## src/rtl/mux4_rr_arbiter_if.sv

```systemverilog
// Handshake bundle between four requesters, the round-robin arbiter and one downstream consumer.
// The slave modport is the arbiter's view; the master modport is the environment's view.
interface mux4_rr_arbiter_if #(
    parameter int unsigned WIDTH = 4
) ();
    logic [3:0]       req;
    logic [WIDTH-1:0] in1;
    logic [WIDTH-1:0] in2;
    logic [WIDTH-1:0] in3;
    logic [WIDTH-1:0] in4;
    logic             out_ready;
    logic [1:0]       select;
    logic [3:0]       gnt;
    logic [3:0]       ack;
    logic [WIDTH-1:0] out;
    logic             out_valid;
    logic             busy;

    modport slave (
        input  req, in1, in2, in3, in4, out_ready,
        output select, gnt, ack, out, out_valid, busy
    );

    modport master (
        output req, in1, in2, in3, in4, out_ready,
        input  select, gnt, ack, out, out_valid, busy
    );
endinterface

```

## src/rtl/mux4_rr_arbiter.sv

```systemverilog
// Round-robin arbiter sharing one output channel among four requesters, with a per-grant
// beat limit that forces rotation and a valid/ready handshake to a single consumer.
module mux4_rr_arbiter #(
    parameter int unsigned WIDTH     = 4,
    parameter int unsigned MAX_BEATS = 4
) (
    input  logic              clk,
    input  logic              rst_n,
    mux4_rr_arbiter_if.slave  bus
);

    typedef enum logic [0:0] {StIdle, StGrant} state_e;

    state_e     state_q;
    logic [1:0] select_q;
    logic [3:0] gnt_q;
    logic [3:0] beat_cnt_q;
    logic [1:0] last_q;

    logic [3:0]       req;
    logic             out_valid;
    logic             accept;
    logic             release_grant;
    logic [1:0]       pick;
    logic [WIDTH-1:0] data_sel;

    // Scan last+1 .. last+4; walking backwards lets the earliest hit overwrite later ones.
    function automatic logic [1:0] rr_pick(input logic [3:0] mask, input logic [1:0] last);
        logic [1:0] idx;
        rr_pick = last;
        for (int k = 4; k >= 1; k--) begin
            idx = last + 2'(k);
            if (mask[idx]) rr_pick = idx;
        end
    endfunction

    assign req = bus.req;

    // Gating with rst_n keeps an ack from escaping in the cycle a reset aborts a grant.
    assign out_valid     = rst_n & gnt_q[select_q] & req[select_q];
    assign accept        = out_valid & bus.out_ready;
    assign release_grant = ~req[select_q] | (accept & (beat_cnt_q == 4'(MAX_BEATS - 1)));
    assign pick          = rr_pick(req, (state_q == StGrant) ? select_q : last_q);

    always_comb begin
        data_sel = '0;
        unique case (select_q)
            2'd0: data_sel = bus.in1;
            2'd1: data_sel = bus.in2;
            2'd2: data_sel = bus.in3;
            2'd3: data_sel = bus.in4;
            default: data_sel = '0;
        endcase
    end

    assign bus.out       = out_valid ? data_sel : '0;
    assign bus.out_valid = out_valid;
    assign bus.ack       = accept ? (4'b0001 << select_q) : 4'b0000;
    assign bus.select    = select_q;
    assign bus.gnt       = gnt_q;
    assign bus.busy      = (state_q == StGrant);

    always_ff @(posedge clk) begin
        if (!rst_n) begin
            state_q    <= StIdle;
            select_q   <= 2'd0;
            gnt_q      <= 4'b0000;
            beat_cnt_q <= 4'd0;
            last_q     <= 2'd3;
        end else begin
            unique case (state_q)
                StIdle: begin
                    if (|req) begin
                        state_q    <= StGrant;
                        select_q   <= pick;
                        gnt_q      <= 4'b0001 << pick;
                        beat_cnt_q <= 4'd0;
                    end
                end
                StGrant: begin
                    if (release_grant) begin
                        last_q     <= select_q;
                        beat_cnt_q <= 4'd0;
                        // Re-arbitrate in the release edge so ownership changes without a bubble.
                        if (|req) begin
                            select_q <= pick;
                            gnt_q    <= 4'b0001 << pick;
                        end else begin
                            state_q <= StIdle;
                            gnt_q   <= 4'b0000;
                        end
                    end else if (accept) begin
                        beat_cnt_q <= beat_cnt_q + 4'd1;
                    end
                end
                default: state_q <= StIdle;
            endcase
        end
    end

endmodule

```

## src/flat_wrapper.sv

```systemverilog
// flat-port wrapper written by rule: the top's interface ports become plain ports
module mux4_rr_arbiter_flat 
#(
    parameter int unsigned WIDTH     = 4,
    parameter int unsigned MAX_BEATS = 4
)
  (clk, rst_n, bus_req, bus_in1, bus_in2, bus_in3, bus_in4, bus_out_ready, bus_select, bus_gnt, bus_ack, bus_out, bus_out_valid, bus_busy);
  mux4_rr_arbiter_if #(.WIDTH(WIDTH)) bus_i ();
  input  logic clk;
  input  logic rst_n;
  input wire logic [$bits(bus_i.req)-1:0] bus_req;
  input wire logic [$bits(bus_i.in1)-1:0] bus_in1;
  input wire logic [$bits(bus_i.in2)-1:0] bus_in2;
  input wire logic [$bits(bus_i.in3)-1:0] bus_in3;
  input wire logic [$bits(bus_i.in4)-1:0] bus_in4;
  input wire logic [$bits(bus_i.out_ready)-1:0] bus_out_ready;
  output wire logic [$bits(bus_i.select)-1:0] bus_select;
  output wire logic [$bits(bus_i.gnt)-1:0] bus_gnt;
  output wire logic [$bits(bus_i.ack)-1:0] bus_ack;
  output wire logic [$bits(bus_i.out)-1:0] bus_out;
  output wire logic [$bits(bus_i.out_valid)-1:0] bus_out_valid;
  output wire logic [$bits(bus_i.busy)-1:0] bus_busy;
  assign bus_i.req = bus_req;
  assign bus_i.in1 = bus_in1;
  assign bus_i.in2 = bus_in2;
  assign bus_i.in3 = bus_in3;
  assign bus_i.in4 = bus_in4;
  assign bus_i.out_ready = bus_out_ready;
  assign bus_select = bus_i.select;
  assign bus_gnt = bus_i.gnt;
  assign bus_ack = bus_i.ack;
  assign bus_out = bus_i.out;
  assign bus_out_valid = bus_i.out_valid;
  assign bus_busy = bus_i.busy;
  mux4_rr_arbiter #(.WIDTH(WIDTH), .MAX_BEATS(MAX_BEATS)) u_core (.clk(clk), .rst_n(rst_n), .bus(bus_i));
endmodule
```

## config.mk

```make
export PLATFORM = sky130hd
export DESIGN_NAME = mux4_rr_arbiter_flat
export DESIGN_NICKNAME = d
export VERILOG_FILES = /design/src/rtl/mux4_rr_arbiter_if.sv /design/src/rtl/mux4_rr_arbiter.sv /design/src/flat_wrapper.sv
export SDC_FILE = /design/constraint.sdc
export NUM_CORES = 1
export LEC_CHECK = 0
export ABC_CLOCK_PERIOD_IN_PS = 1950
export CORE_MARGIN = 5
export CORE_UTILIZATION = 43
export DETAILED_ROUTE_END_ITERATION = 10
export PLACE_DENSITY = 0.79
export SYNTH_ARGS = -nofsm -noshare
export SYNTH_HDL_FRONTEND = slang
export SYNTH_SLANG_ARGS = --single-unit
```

## constraint.sdc

```tcl
create_clock -name clk -period 1.95 [get_ports clk]
set_input_delay 0.39 -clock clk [delete_from_list [all_inputs] [get_ports clk]]
set_output_delay 0.39 -clock clk [all_outputs]
set_load 0.01 [all_outputs]
```

; Word level (Yosys, flattened, before mapping)
; Cells that the tools add are included.
; Widths: inputs -> output; s select.
[totals]
input_bits = 23
word_cells = 65
regBits = 13
out_inout_bits = 16
[classes]
n_mux = 31
order_cmp = 4
n_eq_ne = 7
reduce_logical = 5
addsub = 4
n_shift = 2
n_bitwise = 7
[ops]
columns = operator, n
row1 = $mux 4, 8
row2 = $pmux 4 s2, 2
row3 = $pmux 4 s4, 1
row4 = $lt 2x3->1 const B, 4
row5 = $mux 2, 6
row6 = $bmux 1 s2, 5
row7 = $shl 1x2->4 const A, 2
row8 = $mux 1, 7
row9 = $reduce_and 2->1, 3
row10 = $add 2x2->2 const B, 2
row11 = $add 4x1->4 const B, 1
row12 = $and 1x1->1, 4
row13 = $eq 2x2->1 const B, 2
row14 = $eq 4x2->1 const B, 1
row15 = $pmux 2 s2, 1
row16 = $reduce_or 4->1, 1
row17 = $ne 3x3->1 const B, 1
row18 = $add 2x1->2 const B, 1
row19 = $eq 2x1->1 const B, 1
row20 = $logic_not 2->1, 1
row21 = $ne 2x1->1 const B, 1
row22 = $ne 2x2->1 const B, 1
row23 = $not 1->1, 2
row24 = $pmux 1 s2, 1
row25 = $or 1x1->1, 1

; Depth between registers and ports, before layout
; Gate-level depths: netlist of run 1.
[logic_depth]
depth_word = 11
depth_mapped = 7
mapped_depth_nobuf = 6

; Least setup slack after synthesis of run 1
; No wires, ideal clock.
[synth_path]
path_kind = flip-flop to flip-flop
startpoint = register u_core.select_q[1] (netlist: u_core.bus.select[1])
endpoint = register u_core.beat_cnt_q[3]
path_buffers = 1
setup_time_ns = 0.070
path_stages_with_launch = 7
setup_slack_ns = 0.176
required_time_ns = 1.880
t_arrival_ns = 1.704
cell_sequence = dfxtp_1 buf_6 mux4_2 nand2_2 o21ai_2 or3_1 a21oi_1
[synth_via]
elab_chain_len = 9
elab_cells_between_ends = 14
classes_between = eq/ne (1) / mux (6) / bitwise (6) / reduce/logical (1)
[synth_lines]
columns = item, line
row1 = "start, declared", mux4_rr_arbiter.sv:15  ; logic [1:0] select_q;
row2 = "start signal, assigned", mux4_rr_arbiter.sv:75  ; select_q <= pick;
row3 = "start signal, assigned", mux4_rr_arbiter.sv:86  ; select_q <= pick;
row4 = $bmux 1 s2, mux4_rr_arbiter.sv:40  ; assign out_valid = rst_n & gnt_q[select_q] & req[select_q];
row5 = $mux 1 (not written as such), mux4_rr_arbiter.sv:40
row6 = $and 1x1->1 (2 in a row), mux4_rr_arbiter.sv:40
row7 = $and 1x1->1, mux4_rr_arbiter.sv:41  ; assign accept = out_valid & bus.out_ready;
row8 = $and 1x1->1, mux4_rr_arbiter.sv:42  ; assign release_grant = ~req[select_q] | (accept & (beat_cnt_q == 4'(MAX_BEATS - 1)));
row9 = $or 1x1->1, mux4_rr_arbiter.sv:42
row10 = $mux 4 / $ne 3x3->1 (equally long branches), -
row11 = $pmux 4 s2 / $reduce_and 2->1 (equally long branches), -
row12 = "end signal, assigned", mux4_rr_arbiter.sv:93  ; beat_cnt_q <= beat_cnt_q + 4'd1;
row13 = "end, declared", mux4_rr_arbiter.sv:17  ; logic [3:0] beat_cnt_q;
; Several ways; a longest one is shown, not always the timed one. The select of a mux whose other input is x is not followed.
; A chain may end at the register's enable or synchronous reset.

; Worst setup path in the final report of run 1
[layout_path]
startpoint = register u_core.select_q[1] (netlist: u_core.bus.select[1])
endpoint = output bus_out[3]
[layout_via]
elab_chain_len = 5
elab_cells_between_ends = 12
classes_between = eq/ne (3) / mux (6) / bitwise (2) / reduce/logical (1)
[layout_lines]
columns = item, line
row1 = $bmux 1 s2, mux4_rr_arbiter.sv:40
row2 = $mux 1 (not written as such), mux4_rr_arbiter.sv:40
row3 = $and 1x1->1 (2 in a row), mux4_rr_arbiter.sv:40
row4 = $mux 4 *, mux4_rr_arbiter.sv:56  ; assign bus.out = out_valid ? data_sel : '0;
row5 = "end, declared", flat_wrapper.sv:20  ; output wire logic [$bits(bus_i.out)-1:0] bus_out;
; Mark *: on every way between the ends. The rest lies on a longest branch, timed or not. The select of a mux whose other input is x is not followed.

==> run_results.csv, run 1 <==
group,metric,value,unit
run_status,status,"finished, violations left",
run_status,violations,"setup timing",
yosys,synth.distinct_cells,39,
sta,slew_viol_final,0,
layout,nNetsFinal,203,
place,pre_cts_slack,-0.541,ns
global_routing,grt_pass1_wl,5460,um
power_and_ir_drop,leakage,0.698,nW
drt,drt_wl_total,3240,um
global_routing,grt_pass1_vias,1227,
cts,cts_tree,"yes",
floorplan,rows,17,
yosys,synth_area_leaders,"dfxtp_1 26%, mux4_2 11%, mux2i_1 6.0%, nor2_1 6.0%, nor2b_1 5.7%",
floorplan,core,2210,um2
cts,clockRootBuffer,"clkbuf_4",
sta,hold_violations,0,
sta,slew_headroom,73.3,%
sta,post-route-min-period,1.99,ns
layout,diodes,0,
power_and_ir_drop,p_total,1.07,mW
yosys,yosys.area.top_type_share,26.2,%
critical_path,worstPathArrival,1.60,ns
drt,first_pass_iters,4,
critical_path,worstPathCellList,"mux4_2 -> buf_6 -> nand3_4 -> nor2b_1 -> buf_2",
cts,htree_levels,1,
critical_path,cpMaxStageDelayCell,"mux4_2",
yosys,synthCells,114,
place,finalWeightedCongestion,0.829,
layout,final_cell_mix,"24 x clkdlybuf4s50_1, 21 x buf_4, 11 x nor2_1, 11 x dfxtp_1, 9 x buf_2",
layout,nFillCells,170,
layout,drive_above_1_share,36.5,%
yosys,syn_area_per_cell,8.73,um2
sta,timing.fmax,504,MHz
drt,vias_per_cell,5.50,
drt,drt_iter0_markers,21,
yosys,synth_nets,138,
critical_path,end_kind,"output port",
yosys,synth-seq-cells,13,
place,dp_hpwl,2470,um
cts,cts.path.max_buffers,2,
place,io_buffers,38,
global_routing,antenna_found_initial,0,
global_routing,grt-ovfl-total,0,
cts,cts_buffers,3,
layout,seqCellArea,268,um2
layout,layout_commonest_cell,"clkdlybuf4s50_1",
power_and_ir_drop,powerDensity,645,nW/um2
place,dpl_cell_area,1560,um2
sta,setup_viol,7,
yosys,synth-seq-area-share,26.2,%
cts,clock_sinks,13,
floorplan,initial_core_util,45.0,%
yosys,yosysTopAreaCell,"dfxtp_1",
drt,wl_per_cell,15.7,um
cts,postCtsHoldBufs,0,
sta,skew,0.00324,ns
layout,fin_area,1660,um2
min_path,hold_path.class,"reg2reg",
drt,ant_nets,0,
drt,vias,1132,
sta,fin_ws,-0.0352,ns
cts,clk_pin_slew_worst_paths,0.08,ns
critical_path,startpoint_type,"flip-flop",
sta,period_share,102,%
sta,rsz0062_at_grt,"true",
layout,syn2layout_area_growth,67.2,%
critical_path,crit_fanout,5,
critical_path,slowest_delay,0.56,ns
power_and_ir_drop,peakVddDrop,0.568,mV
sta,worst_pin_slew,0.400,ns
yosys,ys_warn_count,0,
cts,insertion_delay,0.27,ns
critical_path,cp.buffers_inverters,2,
drt,drt_drc_violations_left,0,
yosys,syn_area,995,um2
global_routing,grt_max_degree,11,
run,max_cap_viol_count,0,
global_routing,grt_usage,20.4,%
sta,whs,0.513,ns
floorplan,die_w,58.1,um
floorplan,fp.dieH,58.1,um
critical_path,crit_type,"reg2out",
layout,multi_input_area,759,um2
critical_path,critPathRequiredTime,1.56,ns
floorplan,dieArea,3380,um2
critical_path,crit_family,"multiplexers",
floorplan,num_io_pins,39,
stage by stage:
step | cells | TNS [ns] | util [%]
floorplan | 114 | 0 | -
global placement | 198 | -6.70 | 70.7
detailed placement | 198 | -7.51 | 70.7
CTS | 205 | -0.279 | 72.9
global route | 206 | -0.801 | 75.2
finish | 206 | -0.180 | 75.2
kinds of logic (layout without fill, tap and decap cells):
| group | Yosys count | count (layout) | share of synthesized area [%] |
|---|---|---|---|
| muxes | 13 | 13 | 19.6 |
| and+or+nand+nor | 49 | 49 | 25.5 |
| DFF | 13 | 13 | 26.2 |
| xor gates and xnor gates | 4 | 4 | 3.52 |
| adders and majority gates | 1 | 1 | 1.26 |
| buffers and inverters | 10 | 74 | 4.65 |
| AOI/OAI and AO/OA | 24 | 24 | 19.2 |
state kept, by name, summed over array words and instances, names as in the netlist:
register	count
u_core.bus.gnt	4
u_core.last_q	2
u_core.beat_cnt_q	4
u_core.bus.select	2
u_core.bus.busy	1
final cells by class:
class	count	share of cell area, %
clock buffer	4	1.58
inverter	6	1.35
multi-input combinational	91	45.7
sequential	13	16.1
tap	28	2.11
timing repair buffer	64	33.2
power by group:
part	internal [mW]	switching, mW
Clock	0.0791	0.0835
Sequential	0.298	0.0391
Combinational	0.328	0.245
cells in the mapped netlist, drive strengths merged:
cell	count
a21oi	4
a32oi	2
a211oi	1
ha	1
nand3b	3
o21a	1
nor4	1
nor3b	2
o21ai	4
mux2i	6
a22o	4
or3	2
nand2b	1
and2	1
a21boi	1
a2bb2oi	1
clkbuf	2
a31oi	2
nor2b	9
mux4	5
or2	1
xor2	3
xnor2	1
nand2	8
or3b	1
dfxtp	13
nor2	16
inv	6
and3	1
o221ai	1
o211ai	2
o2bb2ai	1
nand3	3
buf	2
mux2	2
per-layer routing:
layer | up-vias | track usage (%) | share of wire (%)
met5 | - | 0 | 0
met1 | 532 | 23.4 | 42
met2 | 51 | 36.0 | 49
li1 | 545 | - | -
met3 | 4 | 6.01 | 7.8
met4 | 0 | 6.62 | 1.2
path summary, 6_finish.rpt:
| kind | startpoint | slack [ns] | end | cells past startpoint |
|---|---|---|---|---|
| max reg2reg | u_core.bus.select[1] | 0.07 | u_core.bus.gnt[0] | 7 |
| max | u_core.bus.select[1] | -0.04 | bus_out[3] | 5 |
| min | u_core.bus.gnt[2] | 0.51 | u_core.bus.gnt[2] | 1 |
| min reg2reg | u_core.bus.gnt[2] | 0.51 | u_core.bus.gnt[2] | 1 |
what timing repair did:
item	CTS	global route
pin swaps	5	8
setup buffers	3	1
endpoints found under the hold margin	0	0
resized for setup	56	13
gates cloned	0	0
endpoints found under the setup margin	14	19
Note: power is estimated with default switching activity, not from simulation.
==> run 2, diff against run 1 <==
--- a/config.mk
+++ b/config.mk
@@ -6,8 +6,10 @@
 export NUM_CORES = 1
 export LEC_CHECK = 0
 export ABC_CLOCK_PERIOD_IN_PS = 1950
+export CAP_MARGIN = 40
 export CORE_MARGIN = 5
 export CORE_UTILIZATION = 43
+export CTS_CLUSTER_SIZE = 10
 export DETAILED_ROUTE_END_ITERATION = 10
 export PLACE_DENSITY = 0.79
 export SYNTH_ARGS = -nofsm -noshare
==> results of run 2 <==
Final layout, timing and power as in run 1 (identical DEF).
